===== config.mk =====
export PLATFORM = sky130hd
export DESIGN_NAME = sixbit_alu_arbiter
export DESIGN_NICKNAME = d
export VERILOG_FILES = /design/src/rtl/alu_pkg.sv /design/src/rtl/sixbit_alu_core.sv /design/src/rtl/sixbit_alu_arbiter.sv
export SDC_FILE = /design/constraint.sdc
export NUM_CORES = 1
export LEC_CHECK = 0
export BUFFER_PORTS_ARGS = -buffer_cell sky130_fd_sc_hd__clkbuf_2
export CAP_MARGIN = 20
export CORE_MARGIN = 4
export CORE_UTILIZATION = 50
export CTS_CLUSTER_DIAMETER = 200
export CTS_CLUSTER_SIZE = 12
export DETAILED_ROUTE_END_ITERATION = 10
export GPL_TIMING_DRIVEN = 0
export PLACE_DENSITY_LB_ADDON = 0.08
export SYNTH_ARGS = -nofsm -noshare
export SYNTH_HDL_FRONTEND = slang
export SYNTH_SLANG_ARGS = --single-unit

===== constraint.sdc =====
create_clock -name clk -period 3.2 [get_ports clk]
set_input_delay 0.96 -clock clk [delete_from_list [all_inputs] [get_ports clk]]
set_output_delay 0.96 -clock clk [all_outputs]
set_load 0.01 [all_outputs]

===== src/rtl/alu_pkg.sv =====
// Shared definitions for the six-bit ALU arbiter: opcode and FSM encodings
// plus the default operand width.
package alu_pkg;

    localparam int WIDTH_DEFAULT = 6;

    typedef enum logic [1:0] {
        OP_ADD  = 2'b00,
        OP_SUB  = 2'b01,
        OP_XNOR = 2'b10,
        OP_AND  = 2'b11
    } alu_op_e;

    typedef enum logic [1:0] {
        ST_IDLE = 2'b00,
        ST_EXEC = 2'b01,
        ST_DONE = 2'b10
    } state_e;

endpackage


===== src/rtl/sixbit_alu_core.sv =====
// Purely combinational ALU: ADD/SUB with carry/borrow flag, bitwise XNOR/AND.
module sixbit_alu_core
    import alu_pkg::*;
#(
    parameter int WIDTH = WIDTH_DEFAULT
) (
    input  logic [WIDTH-1:0] a,
    input  logic [WIDTH-1:0] b,
    input  logic [1:0]       op,
    output logic [WIDTH-1:0] y,
    output logic             flag
);

    logic [WIDTH:0] sum;

    assign sum = {1'b0, a} + {1'b0, b};

    always_comb begin
        y    = '0;
        flag = 1'b0;
        case (op)
            OP_ADD: begin
                y    = sum[WIDTH-1:0];
                flag = sum[WIDTH];
            end
            OP_SUB: begin
                y    = a - b;
                flag = (a < b);
            end
            OP_XNOR: y = ~(a ^ b);
            OP_AND:  y = a & b;
            default: y = '0;
        endcase
    end

endmodule


===== src/rtl/sixbit_alu_arbiter.sv =====
// Two-requester round-robin front end to a shared ALU: accept one operation,
// compute it in one cycle, hold the result until the consumer takes it.
module sixbit_alu_arbiter
    import alu_pkg::*;
#(
    parameter int WIDTH = WIDTH_DEFAULT
) (
    input  logic             clk,
    input  logic             reset,
    input  logic             req0_valid,
    output logic             req0_ready,
    input  logic [WIDTH-1:0] req0_a,
    input  logic [WIDTH-1:0] req0_b,
    input  logic [1:0]       req0_op,
    input  logic             req1_valid,
    output logic             req1_ready,
    input  logic [WIDTH-1:0] req1_a,
    input  logic [WIDTH-1:0] req1_b,
    input  logic [1:0]       req1_op,
    output logic             res_valid,
    input  logic             res_ready,
    output logic [WIDTH-1:0] res_data,
    output logic             res_flag,
    output logic             res_id
);

    state_e           state, state_nxt;
    logic             last_gnt;
    logic             gnt_id;
    logic             accept;

    logic [WIDTH-1:0] a_p0, b_p0;
    logic [1:0]       op_p0;
    logic             id_p0;

    logic [WIDTH-1:0] alu_y;
    logic             alu_flag;

    // Grant decision is combinational on valids only; res_ready never reaches it.
    always_comb begin
        state_nxt  = state;
        accept     = 1'b0;
        gnt_id     = 1'b0;
        req0_ready = 1'b0;
        req1_ready = 1'b0;
        case (state)
            ST_IDLE: begin
                if (!reset && (req0_valid || req1_valid)) begin
                    accept     = 1'b1;
                    gnt_id     = (req0_valid && req1_valid) ? ~last_gnt : req1_valid;
                    req0_ready = ~gnt_id;
                    req1_ready = gnt_id;
                    state_nxt  = ST_EXEC;
                end
            end
            ST_EXEC: state_nxt = ST_DONE;
            ST_DONE: if (res_ready) state_nxt = ST_IDLE;
            default: state_nxt = ST_IDLE;
        endcase
    end

    // Stage p0: operands captured at acceptance, isolated from later input changes
    always_ff @(posedge clk) begin
        if (accept) begin
            a_p0  <= gnt_id ? req1_a  : req0_a;
            b_p0  <= gnt_id ? req1_b  : req0_b;
            op_p0 <= gnt_id ? req1_op : req0_op;
            id_p0 <= gnt_id;
        end
    end

    sixbit_alu_core #(
        .WIDTH (WIDTH)
    ) u_core (
        .a    (a_p0),
        .b    (b_p0),
        .op   (op_p0),
        .y    (alu_y),
        .flag (alu_flag)
    );

    // Stage p1: result registers, written only on the single EXEC cycle
    always_ff @(posedge clk) begin
        if (reset) begin
            state    <= ST_IDLE;
            last_gnt <= 1'b1;
            res_data <= '0;
            res_flag <= 1'b0;
            res_id   <= 1'b0;
        end else begin
            state <= state_nxt;
            if (accept)
                last_gnt <= gnt_id;
            if (state == ST_EXEC) begin
                res_data <= alu_y;
                res_flag <= alu_flag;
                res_id   <= id_p0;
            end
        end
    end

    assign res_valid = (state == ST_DONE);

endmodule


==> results.sh, run 1 <==
export IMPL_syn_to_final_growth_pct=24.0
export IMPL_clk_latency_ps=320
export IMPL_cp_data_arrival_time_ps=2170
export IMPL_layout_cells_non_filler=270
export IMPL_syn_nets=216
export IMPL_finish_instance_area_um2=2140
export IMPL_antenna_cells=0
export IMPL_clk_path_buf_depth=2
export IMPL_path_buf_inv=5
export IMPL_final_setup_viol_count=0
export IMPL_initial_core_util_pct=51.6
export IMPL_ys_ff_latch=26
export IMPL_vias=1399
export IMPL_leakage_nw=0.989
export IMPL_multi_input_area_um2=966
export IMPL_post_place_ws_ps=-131
export IMPL_syn_area_um2=1720
export IMPL_whs_ps=477
export IMPL_grt_pass1_vias=1323
export IMPL_ff_latch_area_um2=671
export IMPL_synth_edff_count=15
export IMPL_slew_violations=0
export IMPL_syn_avg_cell_area_um2=10.2
export IMPL_tns_ps=0
export IMPL_worst_slack_ps=72.5
export IMPL_grt_ovfl_total=0
export IMPL_synthArstFlopShare_pct=0
export IMPL_postRouteAntennaNets=0
export IMPL_via_per_inst=5.18
export IMPL_utilization_pct=64.0
export IMPL_dieArea_um2=4450
export IMPL_status="complete, no violations"
export IMPL_die_x_um=66.7
export IMPL_cts_tree="done"
export IMPL_place_inst=258
export IMPL_grt_usage_pct=16.4
export IMPL_gp_congestion=0.784
export IMPL_fmax_mhz=320
export IMPL_critPathRequiredTime_ps=2240
export IMPL_syn_inst=169
export IMPL_synth_top_area_cell="edfxtp_1"
export IMPL_fin_worst_skew_ps=1.70
export IMPL_hp_class="reg -> reg"
export IMPL_slew_headroom_pct=53.8
export IMPL_io_buffers=43
export IMPL_synth_ff_type="edfxtp_1"
export IMPL_nNetsFinal=272
export IMPL_crit_family="simple AND/OR/NAND/NOR gates"
export IMPL_wl_per_cell_um=13.0
export IMPL_drive_gt1_share_pct=36.6
export IMPL_synth_area_top_cells="edfxtp_1, dfxtp_1, ha_1, mux2_4, mux2_2"
export IMPL_rsz0062_at_grt="no"
export IMPL_cts_inserted_buffers=3
export IMPL_tightest_slew_ps=686
export IMPL_routed_wl_um=3500
export IMPL_cts_sinks=26
export IMPL_mostFrequentLayoutCell="clkbuf_2"
export IMPL_coreArea_um2=3340
export IMPL_p_per_area_nw_per_um2=406
export IMPL_vdd_drop_max_uv=248
export IMPL_grt_pass1_wl_um=5590
export IMPL_max_cap_violations=0
export IMPL_yosysWarnings=0
export IMPL_start_kind="primary input"
export IMPL_drc_errors=0
export IMPL_htreeDepth=1
export IMPL_cts_hold_buffers=0
export IMPL_fin_total_pwr_mw=0.867
export IMPL_period_needed_ps=3130
export IMPL_rows=21
export IMPL_clk_pin_slew_ps=150
export IMPL_grt_max_degree=17
export IMPL_pin_count=44
export IMPL_dr_first_iter_drc_count=51
export IMPL_drt_pass1_iter_count=4
export IMPL_finalCritPeriodShare_pct=97.7
export IMPL_slowest_stage="or4_4"
export IMPL_layout_common_cells="clkbuf_2, nor2_1, edfxtp_1, a21oi_1"
export IMPL_die_y_um=66.7
export IMPL_crit_type="in -> out"
export IMPL_netlist_area_leader_share_pct=26.1
export IMPL_fill_cells=286
export IMPL_synth_cell_type_count=43
export IMPL_cp_cell_sequence="clkbuf_2 -> nor2_1 -> or4_4 -> clkinv_8 -> nand2_8 -> buf_12 -> inv_2 -> buf_2"
export IMPL_crit_fanout=7
export IMPL_dpl_cell_area_um2=2000
export IMPL_dp_hpwl_um=2670
export IMPL_yosysSeqAreaShare_pct=38.9
export IMPL_antenna_found_initial=0
export IMPL_cts_root_buf="clkbuf_4"
export IMPL_final_hold_violation_count=0
export IMPL_end_kind="primary output"
export IMPL_max_stage_delay_ps=560
kinds of logic after synthesis:
logic type	share of synthesized area, %
and+or+nand+nor	15.5
DFF	38.9
AOI/OAI and AO/OA	13.4
muxes	14.6
xor gates and xnor gates	1.02
buffers and inverters	5.52
adders and majority gates	11.0
what timing repair did:
item                                   in CTS  in global routing
endpoints found under the hold margin       0                  0
setup endpoints to repair                   1                  1
gates resized for setup                     2                  5
pin swaps                                   0                  1
buffers inserted                            0                  8
routing by layer:
metal,vias to the layer above,wire length (µm),track usage [%],share of wire (%)
met1,635,1510,19.1,43
li1,707,-,-,-
met3,4,200,2.87,5.7
met5,-,0,0,0
met2,53,1750,30.3,50
met4,0,33,5.08,0.94
worst min-delay path: stages (launching register included):
cell     delay (ps)
dfxtp_1         340
nand2_1          50
a21oi_1          60
sequential cells by signal (all words and copies together) (netlist names):
| name | count |
|---|---|
| b_p0 | 6 |
| state | 2 |
| a_p0 | 6 |
| res_flag | 1 |
| id_p0 | 1 |
| op_p0 | 2 |
| res_id | 1 |
| last_gnt | 1 |
| res_data | 6 |
power by group:
| part | internal, mW | total [mW] | switching (mW) |
|---|---|---|---|
| sequential | 0.384 | 0.400 | 0.0160 |
| clock | 0.127 | 0.228 | 0.101 |
| combinational | 0.117 | 0.240 | 0.123 |
| total | 0.628 | 0.867 | 0.240 |
worst paths after layout:
kind	slack [ps]	depth (start not counted)	endpoint	startpoint
worst max-delay path	70	8	req1_ready	req1_valid
worst min-delay path	480	2	res_id	res_id
worst max register to register	1130	7	res_data[4]	b_p0[0]
worst min register to register	480	2	res_id	res_id
layout make-up:
class,count,share of cell area (%)
Multi-Input combinational cell,121,45.2
Sequential cell,26,31.4
Timing Repair Buffer,51,12.9
Inverter,14,3.04
Tap cell,46,2.69
Buffer,8,2.34
Clock inverter,1,1.41
Clock buffer,3,1.05
cells in the mapped netlist (all sizes together) (3+ instances only):
master and n:
a211oi 5, mux2 15, a21oi 14, nand2 7, nor2 18, dfxtp 11
o21ai 3, edfxtp 15, mux2i 3, buf 4, clkbuf 4, inv 13
nor3 3, ha 12, nor2b 7, nand2b 8
Note: power is estimated with default switching activity, not from simulation.
==> run 2, diff against run 1 <==
- CORE_UTILIZATION: 50 -> 35
==> run 2 against run 1 <==
Largest power group unchanged. Sequential power barely moved. Via count fell by 7.1%. First-iteration DRC count rose by 39%. Sequential cell count did not move. Final cell count rose by 5.2%. Combinational power fell by 5%. Worst hold slack got worse by 13 ps. Utilization fell by 20 points. Global-route usage fell by 4.2 points. Clock skew rose by 2.4 ps. Clock-buffer cell count did not move. Non-clock buffer count fell by 7.
==> results.sh, run 2 (same netlist as run 1, synthesis figures left out) <==
export IMPL_status="complete, no violations"
export IMPL_multi_input_area_um2=957
export IMPL_cts_hold_buffers=0
export IMPL_cp_data_arrival_time_ps=2160
export IMPL_clk_latency_ps=270
export IMPL_antenna_cells=0
export IMPL_tightest_slew_ps=435
export IMPL_via_per_inst=4.58
export IMPL_slew_violations=0
export IMPL_grt_pass1_wl_um=6110
export IMPL_io_buffers=43
export IMPL_pin_count=44
export IMPL_antenna_found_initial=0
export IMPL_crit_type="in -> out"
export IMPL_crit_fanout=10
export IMPL_critPathRequiredTime_ps=2240
export IMPL_dp_hpwl_um=2870
export IMPL_clk_path_buf_depth=2
export IMPL_cts_tree="done"
export IMPL_grt_pass1_vias=1395
export IMPL_whs_ps=464
export IMPL_drt_pass1_iter_count=4
export IMPL_power_switching_mw=0.244
export IMPL_cts_root_buf="clkbuf_8"
export IMPL_swShare_pct=26.9
export IMPL_slew_headroom_pct=70.7
export IMPL_p_seq_share_pct=44.3
export IMPL_fill_cells=496
export IMPL_leakage_nw=0.969
export IMPL_grt_ovfl_total=0
export IMPL_die_x_um=78.2
export IMPL_p_clk_share_pct=30.5
export IMPL_drive_gt1_share_pct=34.1
export IMPL_dr_first_iter_drc_count=71
export IMPL_largestRegisters="a_p0 (6), b_p0 (6), res_data (6)"
export IMPL_routed_wl_um=3460
export IMPL_layout_cells_non_filler=284
export IMPL_initial_core_util_pct=36.2
export IMPL_use_met1_pct=16.3
export IMPL_final_setup_viol_count=0
export IMPL_fin_worst_skew_ps=4.07
export IMPL_wl_per_cell_um=12.2
export IMPL_slowest_stage="or4_4"
export IMPL_vdd_drop_max_uv=257
export IMPL_path_buf_inv=5
export IMPL_utilization_pct=44.4
export IMPL_dieArea_um2=6110
export IMPL_mostFrequentLayoutCell="clkbuf_2"
export IMPL_htreeDepth=1
export IMPL_crit_family="simple AND/OR/NAND/NOR gates"
export IMPL_gp_congestion=0.886
export IMPL_layout_common_cells="clkbuf_2, nor2_1, edfxtp_1, a21oi_1, inv_1"
export IMPL_period_needed_ps=3120
export IMPL_fmax_mhz=321
export IMPL_p_per_area_nw_per_um2=428
export IMPL_rows=25
export IMPL_cp_cell_sequence="clkbuf_2 -> or4_4 -> clkinv_8 -> nand2_4 -> buf_6 -> inv_1 -> clkbuf_2"
export IMPL_place_inst=279
export IMPL_gr_usage_met3_pct=3.44
export IMPL_grt_busiest_layer="met2"
export IMPL_cts_sinks=26
export IMPL_postRouteAntennaNets=0
export IMPL_max_cap_violations=0
export IMPL_p_int_mw=0.661
export IMPL_syn_to_final_growth_pct=22.6
export IMPL_die_y_um=78.2
export IMPL_cts_inserted_buffers=3
export IMPL_grt_use_met2_pct=19.9
export IMPL_end_kind="primary output"
export IMPL_vias=1300
export IMPL_hp_class="reg -> reg"
export IMPL_grt_max_degree=16
export IMPL_ff_latch_area_um2=671
export IMPL_final_hold_violation_count=0
export IMPL_finish_instance_area_um2=2110
export IMPL_finalCritPeriodShare_pct=97.4
export IMPL_nNetsFinal=265
export IMPL_grt_usage_pct=12.2
export IMPL_rsz0062_at_grt="no"
export IMPL_max_stage_delay_ps=550
export IMPL_dpl_cell_area_um2=2020
export IMPL_power_frac_comb_pct=25.2
export IMPL_coreArea_um2=4750
export IMPL_start_kind="primary input"
export IMPL_clk_pin_slew_ps=100
export IMPL_drc_errors=0
export IMPL_cpMostUsedCell="clkbuf_2"
==> run 2: cell types whose count changed in the layout (fill, tap and decap cells not counted) <==
cell / before / now
buf_12: 1 / 0
clkbuf_2: 42 / 43
buf_4: 8 / 1
nand2_4: 0 / 1
nand2_8: 1 / 0
clkbuf_8: 0 / 3
buf_6: 0 / 1
inv_1: 12 / 13
inv_2: 1 / 0
buf_2: 4 / 3
clkbuf_4: 3 / 0
==> run 2: timing repair <==
action,CTS,global route
setup endpoints to repair,1,0
buffers inserted,1,0
gates resized for setup,2,0
==> run 2: final timing paths <==
path                start          end  slack (ps)  cells after the start
setup reg to reg  b_p0[0]  res_data[4]        1070                      7
hold / removal     res_id       res_id         460                      2
setup / recovery    reset   req1_ready          80                      7
hold reg to reg    res_id       res_id         460                      2
==> run 2: worst min-delay path: stages (launching register included) <==
cell     delay, ps
dfxtp_1        320
nand2_1         50
a21oi_1         50
==> run 2: power by group through the flow <==
stage	clock network (mW)	registers, mW	logic, mW
floorplan	0	0.408	0.156
global placement	0	0.407	0.220
detailed placement	0	0.409	0.225
CTS	0.286	0.401	0.231
global route	0.299	0.405	0.259
finish	0.276	0.400	0.228
==> run 2: cell type report <==
type,count,share of cell area [%]
Clock buffer,3,1.95
Inverter,14,3.08
Buffer,8,1.95
Multi-Input combinational cell,121,45.3
Timing Repair Buffer,44,10.5
Tap cell,67,3.97
Clock inverter,1,1.42
Sequential cell,26,31.8
==> run 2: layer usage <==
metal,part of all wire [%],vias up
li1,-,692
met1,49,576
met2,46,30
met3,4.7,2
met4,0.55,0
met5,0,-
==> run 2: through the flow <==
stage / setup TNS, ps / setup slack (ps) / power, mW
global placement: -130 / -130 / 0.627
floorplan: 0 / 215 / 0.565
detailed placement: -152 / -152 / 0.634
global route: 0 / 16.4 / 0.963
CTS: 0 / 65.4 / 0.918
finish: 0 / 83.5 / 0.904
